==> config.mk <==
export PLATFORM = sky130hd
export DESIGN_NAME = gshare_bht_flat
export DESIGN_NICKNAME = d
export VERILOG_FILES = /design/src/rtl/gshare_bht_pkg.sv /design/src/rtl/gshare_bht_if.sv /design/src/rtl/gshare_bht_bank.sv /design/src/rtl/gshare_bht.sv /design/src/flat_wrapper.sv
export SDC_FILE = /design/constraint.sdc
export NUM_CORES = 2
export LEC_CHECK = 0
export CORE_MARGIN = 3
export CORE_UTILIZATION = 45
export CTS_CLUSTER_SIZE = 14
export DETAILED_ROUTE_END_ITERATION = 10
export SYNTH_ARGS = -nofsm -noshare
export SYNTH_HDL_FRONTEND = slang
export SYNTH_SLANG_ARGS = --single-unit
==> constraint.sdc <==
create_clock -name clk_i -period 20.6 [get_ports clk_i]
set_input_delay 5.15 -clock clk_i [delete_from_list [all_inputs] [get_ports clk_i]]
set_output_delay 5.15 -clock clk_i [all_outputs]
set_load 0.01 [all_outputs]
==> src/rtl/gshare_bht_pkg.sv <==
// gshare_bht_pkg: configuration, shared types and helper functions for the
// gshare/bimodal branch history table.
//   - table geometry (rows, banks, counter width, history length)
//   - request/response structs carried on gshare_bht_if
//   - saturating counter helpers and the predict-time row hash
package gshare_bht_pkg;

   localparam int VLEN            = 32;
   localparam int INSTR_PER_FETCH = 2;
   localparam bit RVC             = 1'b1;
   localparam int NR_ENTRIES      = 1024;
   localparam int CTR_BITS        = 2;
   localparam int HIST_BITS       = 4;

   localparam int NR_ROWS  = NR_ENTRIES / INSTR_PER_FETCH;
   localparam int ROW_BITS = $clog2(NR_ROWS);
   localparam int BANK_W   = (INSTR_PER_FETCH > 1) ? $clog2(INSTR_PER_FETCH) : 1;
   // lowest pc bit that selects a fetch slot: halfwords with C, words without
   localparam int BANK_LSB = RVC ? 1 : 2;
   localparam int ROW_LSB  = $clog2(INSTR_PER_FETCH) + BANK_LSB;
   // keep a 1-bit history register when history is disabled; it stays zero
   localparam int GHR_W    = (HIST_BITS > 0) ? HIST_BITS : 1;

   typedef logic [CTR_BITS-1:0] ctr_t;
   typedef logic [ROW_BITS-1:0] row_t;
   typedef logic [GHR_W-1:0]    ghr_t;
   typedef logic [BANK_W-1:0]   bank_t;

   localparam ctr_t INIT_VAL = ctr_t'((1 << (CTR_BITS-1)) - 1);  // weakly not-taken
   localparam ctr_t CTR_MAX  = '1;

   typedef enum logic {INIT, IDLE} init_state_e;

   typedef struct packed {
      row_t index;
   } bp_metadata_t;

   typedef struct packed {
      logic            valid;
      logic [VLEN-1:0] pc;
      logic            taken;
      bp_metadata_t    metadata;
   } bht_update_t;

   typedef struct packed {
      logic         valid;
      logic         taken;
      bp_metadata_t metadata;
   } bht_prediction_t;

   function automatic ctr_t sat_inc(input ctr_t c);
      return (c == CTR_MAX) ? c : c + ctr_t'(1);
   endfunction

   function automatic ctr_t sat_dec(input ctr_t c);
      return (c == '0) ? c : c - ctr_t'(1);
   endfunction

   function automatic row_t row_index(input logic [VLEN-1:0] pc, input ghr_t ghr);
      row_t r;
      r = row_t'(pc >> ROW_LSB);
      if (HIST_BITS > 0) r = r ^ row_t'(ghr);
      return r;
   endfunction

   function automatic bank_t bank_sel(input logic [VLEN-1:0] pc);
      return bank_t'((pc >> BANK_LSB) & VLEN'(INSTR_PER_FETCH-1));
   endfunction

endpackage

==> src/rtl/gshare_bht_if.sv <==
// gshare_bht_if: fetch/backend side of the branch history table.
//   vpc_i            fetch PC to predict
//   bht_update_i     resolved branch from the backend
//   bht_prediction_o one prediction per fetch slot
//   init_done_o      table initialised, predictor live
// slave = the BHT, master = the frontend driving it.
interface gshare_bht_if;
   import gshare_bht_pkg::*;

   logic [VLEN-1:0]                       vpc_i;
   bht_update_t                           bht_update_i;
   bht_prediction_t [INSTR_PER_FETCH-1:0] bht_prediction_o;
   logic                                  init_done_o;

   modport master (output vpc_i, bht_update_i, input bht_prediction_o, init_done_o);
   modport slave  (input vpc_i, bht_update_i, output bht_prediction_o, init_done_o);
endinterface

==> src/rtl/gshare_bht_bank.sv <==
// gshare_bht_bank: one fetch slot's counter array, NR_ROWS x CTR_BITS.
//   clk_i              clock
//   i_ra_addr/o_ra_data  sync read port A (prediction)
//   i_rb_addr/o_rb_data  sync read port B (update read stage)
//   i_we/i_waddr/i_wdata single write port (init sweep or update)
// Reads are read-first: a same-cycle write is not visible on either port.
module gshare_bht_bank
   import gshare_bht_pkg::*;
(
   input  logic clk_i,
   input  row_t i_ra_addr,
   output ctr_t o_ra_data,
   input  row_t i_rb_addr,
   output ctr_t o_rb_data,
   input  logic i_we,
   input  row_t i_waddr,
   input  ctr_t i_wdata
);

   ctr_t mem [NR_ROWS];
   ctr_t r_ra;
   ctr_t r_rb;

   always_ff @(posedge clk_i) begin
      r_ra <= mem[i_ra_addr];
      r_rb <= mem[i_rb_addr];
      if (i_we) mem[i_waddr] <= i_wdata;
   end

   assign o_ra_data = r_ra;
   assign o_rb_data = r_rb;

endmodule

==> src/rtl/gshare_bht.sv <==
// gshare_bht: gshare branch history table (bimodal when HIST_BITS=0).
//   clk_i, rst_ni   clock, async active-low reset
//   flush_bp_i      clear table and global history (re-runs the init sweep)
//   debug_mode_i    drop all updates
//   bus (slave)     vpc_i / bht_update_i in, bht_prediction_o / init_done_o out
// Row index = pc row bits XOR history. Updates are a two-stage
// read-modify-write; a forwarding register covers back-to-back updates to
// the same counter, whose read would otherwise miss the in-flight write.
module gshare_bht
   import gshare_bht_pkg::*;
(
   input  logic        clk_i,
   input  logic        rst_ni,
   input  logic        flush_bp_i,
   input  logic        debug_mode_i,
   gshare_bht_if.slave bus
);

   init_state_e r_state, w_state_nxt;
   row_t        r_row_cnt, w_row_cnt_nxt;
   ghr_t        r_ghr;

   logic  r_pred_vld;
   row_t  r_pred_row;
   row_t  w_pred_row;
   ctr_t  w_ra_data [INSTR_PER_FETCH];
   ctr_t  w_rb_data [INSTR_PER_FETCH];

   logic  w_upd_acc;
   row_t  w_upd_row;
   bank_t w_upd_bank;
   logic  r_upd_vld, r_upd_taken;
   row_t  r_upd_row;
   bank_t r_upd_bank;
   logic  r_byp;
   ctr_t  r_byp_val;
   ctr_t  w_upd_old, w_upd_new;
   logic  w_upd_wr;

   bht_prediction_t [INSTR_PER_FETCH-1:0] w_pred;

   // ---------------- init FSM ----------------
   always_ff @(posedge clk_i or negedge rst_ni) begin
      if (!rst_ni) begin
         r_state   <= INIT;
         r_row_cnt <= '0;
      end else begin
         r_state   <= w_state_nxt;
         r_row_cnt <= w_row_cnt_nxt;
      end
   end

   always_comb begin
      w_state_nxt   = r_state;
      w_row_cnt_nxt = r_row_cnt;
      if (flush_bp_i) begin
         w_state_nxt   = INIT;
         w_row_cnt_nxt = '0;
      end else if (r_state == INIT) begin
         // NR_ROWS is a power of two, so the counter wraps back to 0
         w_row_cnt_nxt = r_row_cnt + row_t'(1);
         if (r_row_cnt == row_t'(NR_ROWS-1)) w_state_nxt = IDLE;
      end
   end

   // ---------------- update pipe ----------------
   assign w_upd_acc  = bus.bht_update_i.valid & (r_state == IDLE) & ~debug_mode_i & ~flush_bp_i;
   assign w_upd_row  = bus.bht_update_i.metadata.index;
   assign w_upd_bank = bank_sel(bus.bht_update_i.pc);

   assign w_upd_wr  = r_upd_vld & ~flush_bp_i;  // flush discards the in-flight write
   assign w_upd_old = r_byp ? r_byp_val : w_rb_data[r_upd_bank];
   assign w_upd_new = r_upd_taken ? sat_inc(w_upd_old) : sat_dec(w_upd_old);

   always_ff @(posedge clk_i or negedge rst_ni) begin
      if (!rst_ni) begin
         r_upd_vld   <= 1'b0;
         r_upd_taken <= 1'b0;
         r_upd_row   <= '0;
         r_upd_bank  <= '0;
         r_byp       <= 1'b0;
         r_byp_val   <= '0;
         r_ghr       <= '0;
      end else begin
         r_upd_vld   <= w_upd_acc;
         r_upd_taken <= bus.bht_update_i.taken;
         r_upd_row   <= w_upd_row;
         r_upd_bank  <= w_upd_bank;
         // the array read this cycle is stale if the write stage hits the same counter
         r_byp       <= w_upd_wr & w_upd_acc & (r_upd_row == w_upd_row) & (r_upd_bank == w_upd_bank);
         r_byp_val   <= w_upd_new;
         if (flush_bp_i)
            r_ghr <= '0;
         else if (w_upd_acc && HIST_BITS > 0)
            r_ghr <= ghr_t'({r_ghr, bus.bht_update_i.taken});
      end
   end

   // ---------------- predict ----------------
   assign w_pred_row = row_index(bus.vpc_i, r_ghr);

   always_ff @(posedge clk_i or negedge rst_ni) begin
      if (!rst_ni) begin
         r_pred_vld <= 1'b0;
         r_pred_row <= '0;
      end else begin
         r_pred_vld <= (r_state == IDLE);
         r_pred_row <= w_pred_row;
      end
   end

   // ---------------- banks ----------------
   for (genvar b = 0; b < INSTR_PER_FETCH; b++) begin : g_bank
      logic w_we;
      assign w_we = (r_state == INIT) | (w_upd_wr & (r_upd_bank == bank_t'(b)));

      gshare_bht_bank u_bank (
         .clk_i     (clk_i),
         .i_ra_addr (w_pred_row),
         .o_ra_data (w_ra_data[b]),
         .i_rb_addr (w_upd_row),
         .o_rb_data (w_rb_data[b]),
         .i_we      (w_we),
         .i_waddr   ((r_state == INIT) ? r_row_cnt : r_upd_row),
         .i_wdata   ((r_state == INIT) ? INIT_VAL : w_upd_new)
      );
   end

   always_comb begin
      w_pred = '0;
      for (int b = 0; b < INSTR_PER_FETCH; b++) begin
         w_pred[b].valid          = r_pred_vld;
         w_pred[b].taken          = w_ra_data[b][CTR_BITS-1];
         w_pred[b].metadata.index = r_pred_row;
      end
   end

   assign bus.bht_prediction_o = w_pred;
   assign bus.init_done_o      = (r_state == IDLE);

endmodule

==> src/flat_wrapper.sv <==
// flat-port wrapper written by rule: the top's interface ports become plain ports
module gshare_bht_flat import gshare_bht_pkg::*;
  (clk_i, rst_ni, flush_bp_i, debug_mode_i, bus_vpc_i, bus_bht_update_i, bus_bht_prediction_o, bus_init_done_o);
  gshare_bht_if bus_i ();
  input  logic clk_i;
  input  logic rst_ni;
  input  logic flush_bp_i;
  input  logic debug_mode_i;
  input wire logic [$bits(bus_i.vpc_i)-1:0] bus_vpc_i;
  input wire logic [$bits(bus_i.bht_update_i)-1:0] bus_bht_update_i;
  output wire logic [$bits(bus_i.bht_prediction_o)-1:0] bus_bht_prediction_o;
  output wire logic [$bits(bus_i.init_done_o)-1:0] bus_init_done_o;
  assign bus_i.vpc_i = bus_vpc_i;
  assign bus_i.bht_update_i = bus_bht_update_i;
  assign bus_bht_prediction_o = bus_i.bht_prediction_o;
  assign bus_init_done_o = bus_i.init_done_o;
  gshare_bht u_core (.clk_i(clk_i), .rst_ni(rst_ni), .flush_bp_i(flush_bp_i), .debug_mode_i(debug_mode_i), .bus(bus_i));
endmodule
Word-level counts from Yosys, hierarchy flattened --
Memory sizes are Yosys's and may differ from the RTL's. A register that Yosys moved wholly into a read port is not among the register bits. Index checks and enable logic that the tools add are counted. Widths: inputs -> output; s select.
Cells by class: add/sub/neg operators 3, $lt $le $gt $ge 1, shift-type cells 0, mux-type cells 20, div/mod/pow operators 0, reductions and logical operators 2, multipliers 0, equality and inequality tests 5, bitwise logic cells 17
Operators with widths (number):
- $mux 9 | 3
- $mux 2 | 8
- $add 9x1->9 const B | 1
- $and 1x1->1 | 9
- $eq 9x9->1 | 1
- $eq 9x9->1 const B | 1
- $xor 9x4->9 | 1
- $mux 4 | 2
- $mux 1 | 7
- $not 1->1 | 4
- $add 2x1->2 const B | 1
- $eq 2x2->1 const B | 1
- $ge 2x2->1 const B | 1
- $logic_not 2->1 | 1
- $ne 2x2->1 const B | 1
- $not 1->2 | 1
- $or 1x1->1 | 2
- $reduce_bool 2->1 | 1
- $sub 2x1->2 const B | 1
- $eq 1x1->1 | 1
Storage, ports and cells: input port bits 79, latch bits 0, bits in writable memories 2048, memory bits (read-only) 0, memories 2, register bits after elaboration 39
Memory list:
- u_core.g_bank[0].u_bank.mem | depth 512, bits a word 2, read ports 2, clocked after Yosys merged registers in 2, wr ports 1, RTL line gshare_bht_bank.sv:20 | ctr_t mem [NR_ROWS];
- u_core.g_bank[1].u_bank.mem | depth 512, bits a word 2, read ports 2, clocked after Yosys merged registers in 2, wr ports 1, RTL line gshare_bht_bank.sv:20

Depth between registers and ports, before layout --
word-level depth 9, gate-level depth with buffers 12, depth with buffers taken out 9

Modules after synthesis --
From an unflattened synthesis, not the netlist that was laid out.
Second synthesis, totals: cell total of the unflattened synthesis 7199, area, all modules 104332.6 µm²
Modules (own cells, without submodules):
- gshare_bht_bank | area an instance 51281.7 µm², cells each 3524, instances 2
- gshare_bht | area an instance 1769.2 µm², cells each 151, instances 1

Worst setup path before layout --
Ideal clock, no wire load.
path kind reg2reg, start point register u_core.r_upd_bank, end point memory u_core.g_bank[0].u_bank.mem[0][0] (netlist bit), data pin, library setup time 2994 ps, stages on the path, launching flop included 7, arrival time 14482 ps, setup slack 3124 ps, buffers on the path 1, cell sequence dfrtp_1 -> clkbuf_1 -> mux2i_1 -> o21ai_0 -> inv_1 -> maj3_1 -> nand2b_1
Between the ends: longest elaborated chain between the ends 9
RTL lines:
- from (decl) | RTL line gshare_bht.sv:34 | bank_t r_upd_bank;
- from (signal assigned) | RTL line gshare_bht.sv:88 | r_upd_bank <= w_upd_bank;
- $not 1->2 (not written as such) (*) | RTL line gshare_bht.sv:72 | assign w_upd_old = r_byp ? r_byp_val : w_rb_data[r_upd_bank];
- $mux 2 (not written as such) (*) (3 in a row) | RTL line gshare_bht.sv:72
- $mux 2 (*) | RTL line gshare_bht.sv:72
- $sub 2x1->2, or another cell as far along | RTL line gshare_bht_pkg.sv:56 | return (c == '0) ? c : c - ctr_t'(1);
- $mux 2, on equally long branches | RTL line gshare_bht_pkg.sv:56, gshare_bht_pkg.sv:52
- $mux 2 (*) | RTL line gshare_bht.sv:73 | assign w_upd_new = r_upd_taken ? sat_inc(w_upd_old) : sat_dec(w_upd_old);
- named net u_core.w_upd_new[0] | RTL line gshare_bht.sv:37 | ctr_t w_upd_old, w_upd_new;
- $mux 2 (*) | RTL line gshare_bht.sv:125 | .i_wdata ((r_state == INIT) ? INIT_VAL : w_upd_new)
- named net u_core.g_bank[0].u_bank.i_wdata[0] | RTL line gshare_bht_bank.sv:17 | input ctr_t i_wdata
- to (decl) | RTL line gshare_bht_bank.sv:20
The timed path passes the listed nets; every way through them passes the cells marked *. The select of a mux whose other input is x is not followed.

==> results.md <==
- Die Height: 461 um
- Max clock buf depth: 3
- Critical Path Source Type: primary input
- Final ANT Viol Nets: 0
- Chip width: 461 um
- Peak Freq: 106 MHz
- Cells after Synth: 6092
- CTS clk-pin slew, worst paths: 0.06 ns
- Clk root buf: clkbuf_16
- Layout cells sized above 1: 18.3%
- Crit path from: bus_bht_update_i[1]
- Post-DP HPWL: 167000 um
- Worst Setup End Kind: flip-flop
- Slew @ Worst Pin: 1.40 ns
- Worst EP required: 21.31 ns
- Hold Path Sink: u_core.r_ghr[3]
- Final Hold Fails: 0
- HP Start: u_core.r_ghr[3]
- Die Area: 212000 um^2
- Top sig layer: met5
- Headroom to the max-slew limit: 6.83%
- Post-Syn Area: 93100 um^2
- Final Util: 50.0%
- Clk_lat worst skew: 0.86 ns
- RSZ-0062 raised after global routing: false
- Core ar.: 205000 um^2
- WP data arrival: 10.14 ns
- Vias/cell: 6.46
- Max Cap Viol: 0
- Synth top area share: 66.1%
- Max VDD drop: 74.0 uV
- DRT iter0 DRCs: 7725
- DR WL/cell: 32.4 um
- Synth area leaders: edfxtp_1 66%, mux4_2 14%, nor2_1 4.3%
- Area growth syn-to-layout: 10.1%
- Crit-path slowest cell: buf_4
- Post-CTS resize count: 0
- Final TNS setup: 0 ns
- Fraction of registers with async set/reset: 1.86%
- Placer congestion estimate: 0.882
- Synth Warn #: 0
- Largest net degree at the start of global routing: 242
- CTS Buf Count: 211
- Worst path most repeated cell: buf_4
- Total gr overflow: 0
- Number of synthesized flops with an enable pin: 2048
- CTS Sinks: 2093
- R2r setup slk: 15.37 ns
- Area leader, netlist: edfxtp_1
- Final count of pins violating max slew: 0
- Crit-path max FO: 60
- CP peak stage delay: 0.70 ns
- Post-CTS Setup Bufs: 0
- Crit share post-route: 45.8%
- Pre-CTS setup slack: 10.34 ns
- R2R Path End: u_core.g_bank[1].u_bank.o_ra_data[1]
- Hold buffers post-CTS: 0
- Gr usage total: 26.9%
- Final critical-path required period: 9.43 ns
- Post-synthesis sequential area ratio: 67.2%
- Buffers on Ports: 47
- # setup viols final: 0
- Wirelength, routed: 287000 um
- Cell Rows: 166
- Post-synth top cells: 2048 x edfxtp_1, 1073 x nor2_1, 686 x nand2_1
- Outcome: complete, no violations
- DRT met1 WL: 109000 um
- Reg2reg path depth: 12
- # H-tree levels: 4
- Setup CP Type: primary input to flip-flop
- Leak Pwr: 0.0311 uW
- Number of top-level pins: 102
- Power Dens Cells: 86.9 nW/um^2
- Met2 WL post-DR: 135000 um
- Top-count cell post-synth: edfxtp_1
- DR DRC count: 0
- Via count: 57200
- First-pass GRT wire length: 408000 um
- Initial Util: 45.4%
- TritonCTS clock tree: built
- Layout Nets: 6065
- Synth unique cells: 64
- #FFs+latches synth: 2093
- Mean Syn Cell Area: 15.3 um^2
- Worst hold path depth: 2
- FF-to-FF Start: u_core.r_ghr[0]
- Met3 WL post-DR: 29000 um
- Top_reg_cell synth: edfxtp_1
- Worst setup margin: 11.17 ns
- Vias in the first global route: 56800
- Syn nets: 6173
- Skew final: 0.0489 ns
- Pre-antenna DRT Iters: 6
- Worst-path cell chain: buf_8 -> buf_4 -> buf_4 -> buf_4 -> mux4_2 -> mux4_2 -> a22oi_1 -> nand3b_1 -> a21oi_1 -> nor3_1
- Worst Hold Class: flip-flop to flip-flop
- Initial antenna violation count: 10
placed cells by master (no fill, tap or decap), types with 21 or more instances in the layout:
master,netlist,routed
buf_4,72,153
clkbuf_1,243,53
o21ai_0,47,47
a221oi_1,28,28
nand4_1,74,74
a32oi_1,28,28
a31oi_1,75,75
clkinv_2,0,39
edfxtp_1,2048,2048
nor2_1,1073,1067
clkdlybuf4s50_1,0,40
clkbuf_16,0,213
nand3_1,185,184
nor3_1,27,27
mux4_2,597,597
a22oi_1,75,75
o221ai_1,21,21
clkinv_1,1,47
o22ai_1,84,83
a21oi_1,79,79
nand2_2,0,33
nand2_1,686,652
dfrtp_1,39,38
mux2i_1,189,189
power by group:
part / total [uW] / switching (uW) / leakage [uW] / internal [uW]
Sequential: 4620 / 7.14 / 0.0186 / 4610
Combinational: 536 / 354 / 0.00923 / 181
Clock: 3750 / 1650 / 0.00328 / 2100
Total: 8910 / 2010 / 0.0311 / 6890
per-stage QoR:
step	std cells	hold slack, ns	total power, uW	instance area (um^2)
floorplan	6092	0.489	5030	93100
detailed placement	8459	0.579	5240	95800
global route	8856	0.650	9140	103000
global placement	8459	0.571	5230	95800
finish	8856	0.596	8910	103000
CTS	8855	0.595	8950	103000
layer usage:
metal	track usage, %	vias to the layer above
li1	-	23500
met1	36.4	29800
met2	42.5	3366
met3	5.49	595
met4	11.3	6
met5	0	-
critical path, delay by kind of cell:
| kind | cells | cell delay, ns |
|---|---|---|
| multiplexers | 2 | 1.13 |
| AND/OR/NAND/NOR | 2 | 0.28 |
| buffers and inverters | 4 | 2.44 |
| AO/OA/AOI/OAI | 2 | 0.82 |
kinds of logic (layout without fill, tap and decap cells):
group,after synthesis,in the layout,share of synthesized area [%]
DFF,2093,2093,67.2
and+or+nand+nor,2122,2122,9.28
muxes,787,787,16.5
AOI/OAI and AO/OA,519,519,3.78
xor gates and xnor gates,21,21,0.226
other,0,1,0
adders and majority gates,4,4,0.0484
buffers and inverters,546,621,2.93
worst max path at each step:
| stage | endpoint | slack (ns) |
|---|---|---|
| floorplan | u_core.g_bank[0].u_bank.mem[0][0] | 3.12 |
| global placement | u_core.g_bank[1].u_bank.o_rb_data[1] | 10.34 |
| global route | u_core.g_bank[1].u_bank.o_rb_data[1] | 10.95 |
| detailed placement | u_core.g_bank[1].u_bank.o_rb_data[1] | 10.34 |
| finish | u_core.g_bank[1].u_bank.o_rb_data[1] | 11.17 |
| CTS | u_core.g_bank[1].u_bank.o_rb_data[1] | 11.27 |
state kept, by name, indices dropped and copies added, names as in the netlist:
| register | count |
|---|---|
| u_core.g_bank.u_bank.mem | 2048 |
| u_core.r_upd_vld | 1 |
| u_core.r_upd_taken | 1 |
| u_core.r_upd_row | 9 |
| u_core.r_pred_row | 9 |
| u_core.r_upd_bank | 1 |
| u_core.r_ghr | 4 |
| u_core.bus.init_done_o | 1 |
| u_core.g_bank.u_bank.o_ra_data | 2 |
| u_core.r_pred_vld | 1 |
| u_core.r_byp | 1 |
| u_core.g_bank.u_bank.o_rb_data | 4 |
| u_core.r_row_cnt | 9 |
| u_core.r_byp_val | 2 |
area by class of cell:
type                    count  area, um^2
inverters                  17        73.8
flip-flops and latches   2093       62600
diodes                      1        2.50
fillers                 17000      103000
repair buffers            208        1800
well taps                2688        3360
clock buffers             275        5650
clock inverters           121        1070
multi-input cells        3453       28000
Note: power is estimated with default switching activity, not from simulation.
